## config.mk

```make
export PLATFORM = sky130hd
export DESIGN_NAME = sram_access_seq_flat
export DESIGN_NICKNAME = d
export VERILOG_FILES = /design/src/rtl/sram_access_seq_pkg.sv /design/src/rtl/sram_access_seq_if.sv /design/src/rtl/sram_access_seq_addr_shift_cnt.sv /design/src/rtl/sram_access_seq.sv /design/src/flat_wrapper.sv
export SDC_FILE = /design/constraint.sdc
export NUM_CORES = 1
export LEC_CHECK = 0
export CORE_MARGIN = 2
export CORE_UTILIZATION = 45
export DETAILED_ROUTE_END_ITERATION = 8
export MAX_ROUTING_LAYER = met4
export PLACE_DENSITY = 0.76
export SETUP_SLACK_MARGIN = 0.4
export SYNTH_ARGS = -nofsm -noshare
export SYNTH_HDL_FRONTEND = slang
export SYNTH_SLANG_ARGS = --single-unit
```

## constraint.sdc

```tcl
create_clock -name clk -period 4.7 [get_ports clk]
set_input_delay 0.94 -clock clk [delete_from_list [all_inputs] [get_ports clk]]
set_output_delay 0.94 -clock clk [all_outputs]
set_load 0.01 [all_outputs]
```

## src/rtl/sram_access_seq_pkg.sv

```systemverilog
// Shared command codes, FSM state encoding and default widths for the SRAM access sequencer.
package sram_seq_pkg;

    localparam int ADDR_W_DEF = 21;
    localparam int DATA_W_DEF = 8;

    localparam logic [2:0] CMD_NOP       = 3'd0;
    localparam logic [2:0] CMD_READ      = 3'd1;
    localparam logic [2:0] CMD_WRITE     = 3'd2;
    localparam logic [2:0] CMD_READ_INC  = 3'd3;
    localparam logic [2:0] CMD_WRITE_INC = 3'd4;
    localparam logic [2:0] CMD_INC       = 3'd5;
    localparam logic [2:0] CMD_CLR       = 3'd6;
    localparam logic [2:0] CMD_RSVD      = 3'd7;

    localparam logic [3:0] ST_IDLE    = 4'd0;
    localparam logic [3:0] ST_R_SETUP = 4'd1;
    localparam logic [3:0] ST_R_WAIT  = 4'd2;
    localparam logic [3:0] ST_R_DONE  = 4'd3;
    localparam logic [3:0] ST_W_SETUP = 4'd4;
    localparam logic [3:0] ST_W_PULSE = 4'd5;
    localparam logic [3:0] ST_W_HOLD  = 4'd6;

    function automatic logic cmd_auto_inc(input logic [2:0] cmd);
        return (cmd == CMD_READ_INC) || (cmd == CMD_WRITE_INC);
    endfunction

endpackage

```

## src/rtl/sram_access_seq_if.sv

```systemverilog
// SRAM pin bundle; the sequencer drives it as master, the SRAM side (or its model) is the slave.
interface sram_access_seq_if
    import sram_seq_pkg::*;
#(
    parameter int ADDR_W = ADDR_W_DEF,
    parameter int DATA_W = DATA_W_DEF
) ();

    logic [ADDR_W-1:0] sram_addr;
    logic [DATA_W-1:0] sram_din;
    logic [DATA_W-1:0] sram_dout;
    logic              sram_doe;
    logic              sram_oe_n;
    logic              sram_we_n;
    logic              sram_ce_n;

    modport master (
        output sram_addr, sram_dout, sram_doe, sram_oe_n, sram_we_n, sram_ce_n,
        input  sram_din
    );

    modport slave (
        input  sram_addr, sram_dout, sram_doe, sram_oe_n, sram_we_n, sram_ce_n,
        output sram_din
    );

endinterface

```

## src/rtl/sram_access_seq_addr_shift_cnt.sv

```systemverilog
// Address register: serial MSB-first shift-in, increment with natural wrap, and clear.
module addr_shift_cnt
    import sram_seq_pkg::*;
#(
    parameter int ADDR_W = ADDR_W_DEF
) (
    input  logic              clk,
    input  logic              reset,
    input  logic              shift_en,
    input  logic              shift_bit,
    input  logic              inc,
    input  logic              clr,
    output logic [ADDR_W-1:0] addr
);

    logic [ADDR_W-1:0] addr_r;

    // Address update, priority clear > increment > shift
    always_ff @(posedge clk or posedge reset) begin
        if (reset) begin
            addr_r <= {ADDR_W{1'b0}};
        end else if (clr) begin
            addr_r <= {ADDR_W{1'b0}};
        end else if (inc) begin
            addr_r <= addr_r + {{(ADDR_W-1){1'b0}}, 1'b1};
        end else if (shift_en) begin
            addr_r <= {addr_r[ADDR_W-2:0], shift_bit};
        end else begin
            addr_r <= addr_r;
        end
    end

    assign addr = addr_r;

endmodule

```

## src/rtl/sram_access_seq.sv

```systemverilog
// Clocked SRAM access engine: accepts one AVR command at a time and sequences the SRAM strobes
// with WAIT_CYCLES-long oe/we pulses. Strobes are registered, decoded from the next state.
module sram_access_seq
    import sram_seq_pkg::*;
#(
    parameter int ADDR_W      = ADDR_W_DEF,
    parameter int DATA_W      = DATA_W_DEF,
    parameter int WAIT_CYCLES = 2
) (
    input  logic              clk,
    input  logic              reset,
    input  logic              avr_si,
    input  logic              avr_sreg_en,
    input  logic [2:0]        avr_ctrl,
    input  logic              cmd_valid,
    input  logic [DATA_W-1:0] avr_wdata,
    output logic [DATA_W-1:0] avr_rdata,
    output logic              rdata_valid,
    output logic              busy,
    output logic [7:0]        debug,
    sram_access_seq_if.master sram
);

    localparam logic [3:0] WAIT_LOAD = 4'(WAIT_CYCLES - 1);

    logic [3:0]        state_r;
    logic [3:0]        next_state_s;
    logic [3:0]        wait_cnt_r;
    logic [2:0]        cmd_r;
    logic [DATA_W-1:0] rdata_r;
    logic [DATA_W-1:0] dout_r;
    logic              ce_n_r, oe_n_r, we_n_r, doe_r, busy_r, rvalid_r;
    logic              ce_n_s, oe_n_s, we_n_s, doe_s, busy_s, rvalid_s;
    logic              accept_s, wait_done_s, is_write_s, leaving_s;
    logic              shift_en_s, inc_s, clr_s;
    logic [ADDR_W-1:0] addr_s;

    assign accept_s    = cmd_valid && (state_r == ST_IDLE);
    assign wait_done_s = (wait_cnt_r == 4'd0);
    assign is_write_s  = (avr_ctrl == CMD_WRITE) || (avr_ctrl == CMD_WRITE_INC);
    assign leaving_s   = (state_r == ST_R_DONE) || (state_r == ST_W_HOLD);

    // A command in the same cycle as a shift request wins; the shifted bit is lost
    assign shift_en_s = (state_r == ST_IDLE) && !avr_sreg_en && !accept_s;
    assign inc_s      = (accept_s && (avr_ctrl == CMD_INC)) || (leaving_s && cmd_auto_inc(cmd_r));
    assign clr_s      = accept_s && (avr_ctrl == CMD_CLR);

    addr_shift_cnt #(.ADDR_W(ADDR_W)) u_addr (
        .clk       (clk),
        .reset     (reset),
        .shift_en  (shift_en_s),
        .shift_bit (avr_si),
        .inc       (inc_s),
        .clr       (clr_s),
        .addr      (addr_s)
    );

    // State register
    always_ff @(posedge clk or posedge reset) begin
        if (reset) begin
            state_r <= ST_IDLE;
        end else begin
            state_r <= next_state_s;
        end
    end

    // Next-state decode
    always_comb begin
        next_state_s = state_r;
        case (state_r)
            ST_IDLE: begin
                if (accept_s) begin
                    case (avr_ctrl)
                        CMD_READ, CMD_READ_INC:   next_state_s = ST_R_SETUP;
                        CMD_WRITE, CMD_WRITE_INC: next_state_s = ST_W_SETUP;
                        default:                  next_state_s = ST_IDLE;
                    endcase
                end else begin
                    next_state_s = ST_IDLE;
                end
            end
            ST_R_SETUP: next_state_s = ST_R_WAIT;
            ST_R_WAIT:  next_state_s = wait_done_s ? ST_R_DONE : ST_R_WAIT;
            ST_R_DONE:  next_state_s = ST_IDLE;
            ST_W_SETUP: next_state_s = ST_W_PULSE;
            ST_W_PULSE: next_state_s = wait_done_s ? ST_W_HOLD : ST_W_PULSE;
            ST_W_HOLD:  next_state_s = ST_IDLE;
            default:    next_state_s = ST_IDLE;
        endcase
    end

    // Strobe decode for the state about to be entered
    always_comb begin
        ce_n_s   = 1'b1;
        oe_n_s   = 1'b1;
        we_n_s   = 1'b1;
        doe_s    = 1'b0;
        rvalid_s = 1'b0;
        busy_s   = (next_state_s != ST_IDLE);
        case (next_state_s)
            ST_R_SETUP, ST_R_WAIT: begin
                ce_n_s = 1'b0;
                oe_n_s = 1'b0;
            end
            ST_R_DONE:  rvalid_s = 1'b1;
            ST_W_SETUP, ST_W_HOLD: begin
                ce_n_s = 1'b0;
                doe_s  = 1'b1;
            end
            ST_W_PULSE: begin
                ce_n_s = 1'b0;
                doe_s  = 1'b1;
                we_n_s = 1'b0;
            end
            default: busy_s = (next_state_s != ST_IDLE);
        endcase
    end

    // Output register
    always_ff @(posedge clk or posedge reset) begin
        if (reset) begin
            ce_n_r   <= 1'b1;
            oe_n_r   <= 1'b1;
            we_n_r   <= 1'b1;
            doe_r    <= 1'b0;
            busy_r   <= 1'b0;
            rvalid_r <= 1'b0;
        end else begin
            ce_n_r   <= ce_n_s;
            oe_n_r   <= oe_n_s;
            we_n_r   <= we_n_s;
            doe_r    <= doe_s;
            busy_r   <= busy_s;
            rvalid_r <= rvalid_s;
        end
    end

    // Wait counter, latched command and data paths
    always_ff @(posedge clk or posedge reset) begin
        if (reset) begin
            wait_cnt_r <= WAIT_LOAD;
            cmd_r      <= CMD_NOP;
            rdata_r    <= {DATA_W{1'b0}};
            dout_r     <= {DATA_W{1'b0}};
        end else begin
            if ((state_r == ST_R_WAIT) || (state_r == ST_W_PULSE)) begin
                wait_cnt_r <= wait_done_s ? wait_cnt_r : (wait_cnt_r - 4'd1);
            end else begin
                wait_cnt_r <= WAIT_LOAD;
            end
            cmd_r   <= accept_s ? avr_ctrl : cmd_r;
            dout_r  <= (accept_s && is_write_s) ? avr_wdata : dout_r;
            rdata_r <= ((state_r == ST_R_WAIT) && wait_done_s) ? sram.sram_din : rdata_r;
        end
    end

    assign sram.sram_addr = addr_s;
    assign sram.sram_dout = dout_r;
    assign sram.sram_doe  = doe_r;
    assign sram.sram_oe_n = oe_n_r;
    assign sram.sram_we_n = we_n_r;
    assign sram.sram_ce_n = ce_n_r;
    assign avr_rdata      = rdata_r;
    assign rdata_valid    = rvalid_r;
    assign busy           = busy_r;
    assign debug          = {state_r, cmd_r, busy_r};

endmodule

```

## src/flat_wrapper.sv

```systemverilog
// flat-port wrapper written by rule: the top's interface ports become plain ports
module sram_access_seq_flat import sram_seq_pkg::*;
#(
    parameter int ADDR_W      = ADDR_W_DEF,
    parameter int DATA_W      = DATA_W_DEF,
    parameter int WAIT_CYCLES = 2
)
  (clk, reset, avr_si, avr_sreg_en, avr_ctrl, cmd_valid, avr_wdata, avr_rdata, rdata_valid, busy, debug, sram_sram_addr, sram_sram_dout, sram_sram_doe, sram_sram_oe_n, sram_sram_we_n, sram_sram_ce_n, sram_sram_din);
  sram_access_seq_if #(.ADDR_W(ADDR_W), .DATA_W(DATA_W)) sram_i ();
  input  logic clk;
  input  logic reset;
  input  logic avr_si;
  input  logic avr_sreg_en;
  input  logic [2:0] avr_ctrl;
  input  logic cmd_valid;
  input  logic [DATA_W-1:0] avr_wdata;
  output logic [DATA_W-1:0] avr_rdata;
  output logic rdata_valid;
  output logic busy;
  output logic [7:0] debug;
  output wire logic [$bits(sram_i.sram_addr)-1:0] sram_sram_addr;
  output wire logic [$bits(sram_i.sram_dout)-1:0] sram_sram_dout;
  output wire logic [$bits(sram_i.sram_doe)-1:0] sram_sram_doe;
  output wire logic [$bits(sram_i.sram_oe_n)-1:0] sram_sram_oe_n;
  output wire logic [$bits(sram_i.sram_we_n)-1:0] sram_sram_we_n;
  output wire logic [$bits(sram_i.sram_ce_n)-1:0] sram_sram_ce_n;
  input wire logic [$bits(sram_i.sram_din)-1:0] sram_sram_din;
  assign sram_sram_addr = sram_i.sram_addr;
  assign sram_sram_dout = sram_i.sram_dout;
  assign sram_sram_doe = sram_i.sram_doe;
  assign sram_sram_oe_n = sram_i.sram_oe_n;
  assign sram_sram_we_n = sram_i.sram_we_n;
  assign sram_sram_ce_n = sram_i.sram_ce_n;
  assign sram_i.sram_din = sram_sram_din;
  sram_access_seq #(.ADDR_W(ADDR_W), .DATA_W(DATA_W), .WAIT_CYCLES(WAIT_CYCLES)) u_core (.clk(clk), .reset(reset), .avr_si(avr_si), .avr_sreg_en(avr_sreg_en), .avr_ctrl(avr_ctrl), .cmd_valid(cmd_valid), .avr_wdata(avr_wdata), .avr_rdata(avr_rdata), .rdata_valid(rdata_valid), .busy(busy), .debug(debug), .sram(sram_i));
endmodule
```

==> results of run 1 <==
-- area by class of cell --
cell class,instances,area share (%)
sequential,53,37.2
multi-input combinational,181,34.4
timing repair buffer,76,21.0
tap,75,2.62
clock buffer,6,2.31
inverter,13,1.36
clock inverter,2,1.05
-- synth_stat cells, types with 4 or more instances --
master / n
a221o_1: 7
mux2_1: 8
buf_2: 5
inv_1: 13
dfstp_2: 4
a22o_1: 10
nand4_1: 6
dfrtp_1: 49
o21ai_1: 19
o41ai_1: 4
mux2_2: 9
nand3_1: 6
nor3_1: 7
nor4_1: 4
o31ai_1: 4
nor2_1: 21
nand2_1: 22
clkbuf_1: 9
-- flip-flops by register name, indices dropped and copies added, names as in the netlist --
signal,flops
u_core.u_addr.addr,21
u_core.avr_rdata,8
u_core.sram.sram_dout,8
u_core.wait_cnt_r,4
u_core.cmd_r,3
u_core.state_r,3
u_core.busy,1
u_core.rdata_valid,1
u_core.sram.sram_ce_n,1
u_core.sram.sram_doe,1
u_core.sram.sram_oe_n,1
u_core.sram.sram_we_n,1
-- kinds of logic after synthesis --
family / count (synthesis)
compound gates: 67
xor+xnor: 5
fa+ha+maj: 2
buf+inv: 30
flops: 53
mux: 17
other cells: 1
simple gates: 89
-- power by group through the flow --
stage	Sequential [uW]	Combinational (uW)	Clock, uW
finish	893	958	328
global route	928	1040	354
CTS	891	968	335
detailed placement	896	964	0
global placement	889	948	0
floorplan	917	435	0
-- routing by layer --
layer / part of all wire, % / global-route usage (%)
met1: 47 / 29.8
met2: 46 / 30.8
met3: 5.6 / 3.44
met4: 0.54 / 4.41
met5: 0 / -
-- worst min-delay path by stage --
stage                                   startpoint                       end  slack [ns]
after CTS                 u_core.sram.sram_dout[3]  u_core.sram.sram_dout[3]        0.50
after floorplan           u_core.sram.sram_dout[0]  u_core.sram.sram_dout[0]        0.53
after global routing      u_core.sram.sram_dout[7]  u_core.sram.sram_dout[7]        0.52
final                     u_core.sram.sram_dout[3]  u_core.sram.sram_dout[3]        0.50
after detailed placement  u_core.sram.sram_dout[3]  u_core.sram.sram_dout[3]        0.48
after global placement    u_core.sram.sram_dout[5]  u_core.sram.sram_dout[5]        0.47
-- metrics by stage --
step | instances | hold slack, ns | util, %
after floorplan | 264 | 0.529 | -
after global placement | 398 | 0.467 | 59.1
after detailed placement | 398 | 0.479 | 59.1
after CTS | 406 | 0.497 | 61.2
after global routing | 406 | 0.520 | 61.2
final | 406 | 0.495 | 61.2
==> impl_metrics.json, run 1 <==
{
  "status": "complete, no violations",
  "io_buffers": 73,
  "viasPerCell": 5.66,
  "synth_top_area_share_pct": 45.5,
  "route.detailed.drc": 0,
  "min-delay-path-class": "reg -> reg",
  "reg2reg_depth": 5,
  "cp.depth": 6,
  "maxCapViolCount": 0,
  "synth_xor_area_share_pct": 1.62,
  "worstPathRequired_ns": 4.95,
  "place_area_mm2": 0.00346,
  "yosysSeqAreaShare_pct": 49.4,
  "dieHeight_um": 81.4,
  "p_total_uw": 2180,
  "synthMuxAreaShare_pct": 7.10,
  "cts.clk_slew.worst_paths_ns": 0.10,
  "path_class": "in -> reg",
  "grt_pass1_wl_um": 10400,
  "sequentialPowerShare_pct": 41.0,
  "synth_nets": 290,
  "p_sw_uw": 797,
  "cts_htree_levels": 2,
  "syn_avg_cell_area_um2": 10.2,
  "r2r-start": "u_core.state_r[1]",
  "cts_sinks": 53,
  "grt_pass1_vias": 2049,
  "mostFrequentLayoutCells": "clkdlybuf4s50_1, dfrtp_1, nand2_1, nor2_1, o21ai_1",
  "coreArea_mm2": 0.00585,
  "p_comb_share_pct": 43.9,
  "grtUsageTotal_pct": 20.7,
  "crit_path_end_kind": "flip-flop",
  "worst_slack_ns": 1.68,
  "yosysWarnings": 0,
  "synth-seq-cells": 53,
  "cp_slowest_cell": "clkdlybuf4s50_1",
  "fmax_mhz": 331,
  "syn_inst": 264,
  "cp_num_buf_inv": 1,
  "clockBufferDepth": 2,
  "synth_area_mm2": 0.00270,
  "dr.pass1.iters": 5,
  "multi_input_area_mm2": 0.00123,
  "drtIter0Drc": 277,
  "synthArstFlopShare_pct": 100,
  "clk_latency_ns": 0.30,
  "seq_area_mm2": 0.00133,
  "worstReg2RegEnd": "u_core.u_addr.addr[9]",
  "synthAdderAreaFrac_pct": 0.928,
  "synth_top_cell_by_area": "dfrtp_1",
  "fin_crit_sh_pct": 64.3,
  "cts-root-buf": "clkbuf_8",
  "power.leakage_uw": 0.00143,
  "antenna_left": 0,
  "fin_area_mm2": 0.00358,
  "critPathLaunch": "cmd_valid",
  "grt-ovfl-total": 0,
  "drv_slew": 0,
  "finalSetupViolations": 0,
  "cp_top_family": "simple AND/OR/NAND/NOR gates",
  "slew_headroom_pct": 34.5,
  "rows": 28,
  "wl_per_cell_um": 15.5,
  "p_clk_share_pct": 15.1,
  "hpwl_um": 4440,
  "ctsHoldBuffers": 0,
  "fin_tns_setup_ns": 0,
  "netlist-cell-type-count": 50,
  "fillers": 468,
  "place_congestion": 0.860,
  "synth_compound_area_share_pct": 18.0,
  "crit_fanout": 29,
  "power_density_mw_per_mm2": 609,
  "drt_wl_total_um": 6290,
  "r2r_slack_ns": 2.24,
  "grt_antenna_before_repair": 0,
  "endpoint": "u_core.u_addr.addr[9]",
  "fin_skew_ns": 0.00788,
  "nNetsFinal": 356,
  "crit_path_start_kind": "input pin",
  "dp_slack_ns": 1.44,
  "worst-slew-pin-transition_ns": 0.982,
  "start_util_pct": 46.1,
  "period_needed_ns": 3.02,
  "synthFlopType": "dfrtp_1",
  "mostFrequentLayoutCell": "clkdlybuf4s50_1",
  "swShare_pct": 36.6,
  "ir_drop_v": 0.000424,
  "antenna_cells": 0,
  "cp_slowest_stage_delay_ns": 0.56,
  "p_int_uw": 1380,
  "synthSimpleGateAreaFrac_pct": 17.9,
  "synth_edf_count": 0,
  "post_cts_buffers": 0,
  "synth_top_family_by_area": "compound AO/OA/AOI/OAI gates",
  "cp_cell_sequence": "clkdlybuf4s50_1 -> nor4b_4 -> nand4b_1 -> and2_1 -> o41ai_1 -> a22o_1",
  "pin_count": 75,
  "cts_tree": "yes",
  "drive_above_1_share_pct": 8.46,
  "rsz0062_at_grt": "false",
  "min_delay_path_depth": 1,
  "grt_start_max_net_pins": 36,
  "hold_viol": 0,
  "fp.dieArea_mm2": 0.00663,
  "arrival_ns": 3.27,
  "cts_buffers": 5,
  "syn2layout_area_growth_pct": 32.7,
  "fp.dieW_um": 81.4,
  "synthTopCellsByArea": "dfrtp_1, dfstp_2, mux2_2",
  "vias": 2296,
  "cts_resized": 0
}
Note: power is estimated with default switching activity, not from simulation.
==> inputs of run 2 (changes only) <==
- clock period: 4.7 -> 3.07 ns (I/O delays scaled with it)
==> impl_metrics.json, run 2 (synthesized netlist as in run 1, its figures left out) <==
{
  "grt_pass1_wl_um": 10500,
  "antenna_cells": 0,
  "cts-root-buf": "clkbuf_8",
  "mostFrequentLayoutCells": "clkdlybuf4s50_1, dfrtp_1, nand2_1, nor2_1, o21ai_1",
  "crit_path_end_kind": "flip-flop",
  "drtIter0Drc": 135,
  "post_cts_buffers": 0,
  "crit_fanout": 24,
  "endpoint": "u_core.u_addr.addr[3]",
  "mostFrequentLayoutCell": "clkdlybuf4s50_1",
  "coreArea_mm2": 0.00585,
  "min-delay-path-class": "reg -> reg",
  "grt_start_max_net_pins": 54,
  "slew_headroom_pct": 65.2,
  "start_util_pct": 46.1,
  "drv_slew": 0,
  "syn2layout_area_growth_pct": 32.9,
  "fin_crit_sh_pct": 78.5,
  "fp.dieW_um": 81.4,
  "period_needed_ns": 2.41,
  "crit_path_start_kind": "input pin",
  "dr.pass1.iters": 5,
  "dieHeight_um": 81.4,
  "finalSetupViolations": 0,
  "rsz0062_at_grt": "false",
  "status": "complete, no violations",
  "cts.clk_slew.worst_paths_ns": 0.09,
  "cts_sinks": 53,
  "cts_buffers": 5,
  "io_buffers": 73,
  "path_class": "in -> reg",
  "fin_tns_setup_ns": 0,
  "fillers": 516,
  "r2r_slack_ns": 0.74,
  "drt_wl_total_um": 6180,
  "route.detailed.drc": 0,
  "power.leakage_uw": 0.00144,
  "antenna_left": 0,
  "clockBufferDepth": 2,
  "reg2reg_depth": 6,
  "worst-slew-pin-transition_ns": 0.518,
  "place_congestion": 0.855,
  "hold_viol": 0,
  "maxCapViolCount": 0,
  "cts_resized": 0,
  "hpwl_um": 4380,
  "nNetsFinal": 359,
  "grtUsageTotal_pct": 21.1,
  "viasPerCell": 5.65,
  "cts_htree_levels": 2,
  "critPathLaunch": "cmd_valid",
  "worstReg2RegEnd": "u_core.u_addr.addr[18]",
  "largest_reg_flops": 21,
  "fmax_mhz": 415,
  "fp.dieArea_mm2": 0.00663,
  "pin_count": 75,
  "grt_pass1_vias": 2199,
  "clk_latency_ns": 0.30,
  "wl_per_cell_um": 15.1,
  "worstPathRequired_ns": 3.31,
  "arrival_ns": 2.65,
  "fin_skew_ns": 0.00348,
  "ir_drop_v": 0.000475,
  "cts_tree": "yes",
  "grt_antenna_before_repair": 0,
  "drive_above_1_share_pct": 8.98,
  "vias": 2311,
  "grt-ovfl-total": 0,
  "ctsHoldBuffers": 0,
  "r2r-start": "u_core.u_addr.addr[0]",
  "power_density_mw_per_mm2": 905,
  "p_total_uw": 3240,
  "rows": 28
}
[run 2: cell types whose count changed in the layout (fill, tap and decap cells not counted)]
| cell | change |
|---|---|
| clkinvlp_4 | -1 |
| and2_1 | -1 |
| buf_4 | +2 |
| and2_2 | +1 |
| bufinv_16 | -1 |
| buf_12 | +1 |
| clkbuf_1 | +2 |
[run 2: worst min path at each step]
stage / from / endpoint / slack [ns] / cells past startpoint
after floorplan: u_core.sram.sram_dout[0] / u_core.sram.sram_dout[0] / 0.53 / 1
after global placement: u_core.sram.sram_dout[5] / u_core.sram.sram_dout[5] / 0.47 / 1
after detailed placement: u_core.sram.sram_dout[7] / u_core.sram.sram_dout[7] / 0.47 / 1
after CTS: u_core.sram.sram_dout[7] / u_core.sram.sram_dout[7] / 0.49 / 1
after global routing: u_core.sram.sram_dout[7] / u_core.sram.sram_dout[7] / 0.52 / 1
final: u_core.sram.sram_dout[4] / u_core.sram.sram_dout[4] / 0.49 / 1
[run 2: final cells by class]
| cell class | count | area, um^2 | share of cell area, % |
|---|---|---|---|
| inverters | 13 | 48.8 | 1.36 |
| repair buffers | 79 | 788 | 22.0 |
| multi-input cells | 181 | 1230 | 34.4 |
| flip-flops and latches | 53 | 1330 | 37.1 |
| clock buffers | 8 | 90.1 | 2.51 |
| well taps | 75 | 93.8 | 2.62 |
[run 2: where the power goes]
part	leakage, uW	internal (uW)	switching, uW
clock network	0.0000455	184	212
registers	0.000674	1010	354
logic	0.000721	858	625
total	0.00144	2050	1190
[run 2: per-layer routing]
metal,vias to the layer above,track usage (%),wire length (um)
met2,74,34.1,3020
met4,0,5.25,17
met5,-,-,0
li1,1105,-,-
met3,2,3.78,298
met1,1130,27.5,2850
[run 2: worst max-delay path, stage by stage]
cell and delay, ns:
clkdlybuf4s50_1 0.58, nor4b_4 0.25, nand4b_1 0.18, and2_2 0.39
buf_4 0.22, o31ai_1 0.25, a22o_1 0.16
[run 2: metrics by stage]
stage,cells,area [um^2],hold WS [ns],util (%),setup slack (ns)
floorplan,264,2700,0.529,-,0.947
global placement,401,3490,0.468,59.7,0.331
detailed placement,401,3490,0.474,59.7,0.251
CTS,409,3580,0.495,61.2,0.562
global route,409,3580,0.519,61.3,0.524
finish,409,3580,0.491,61.3,0.659
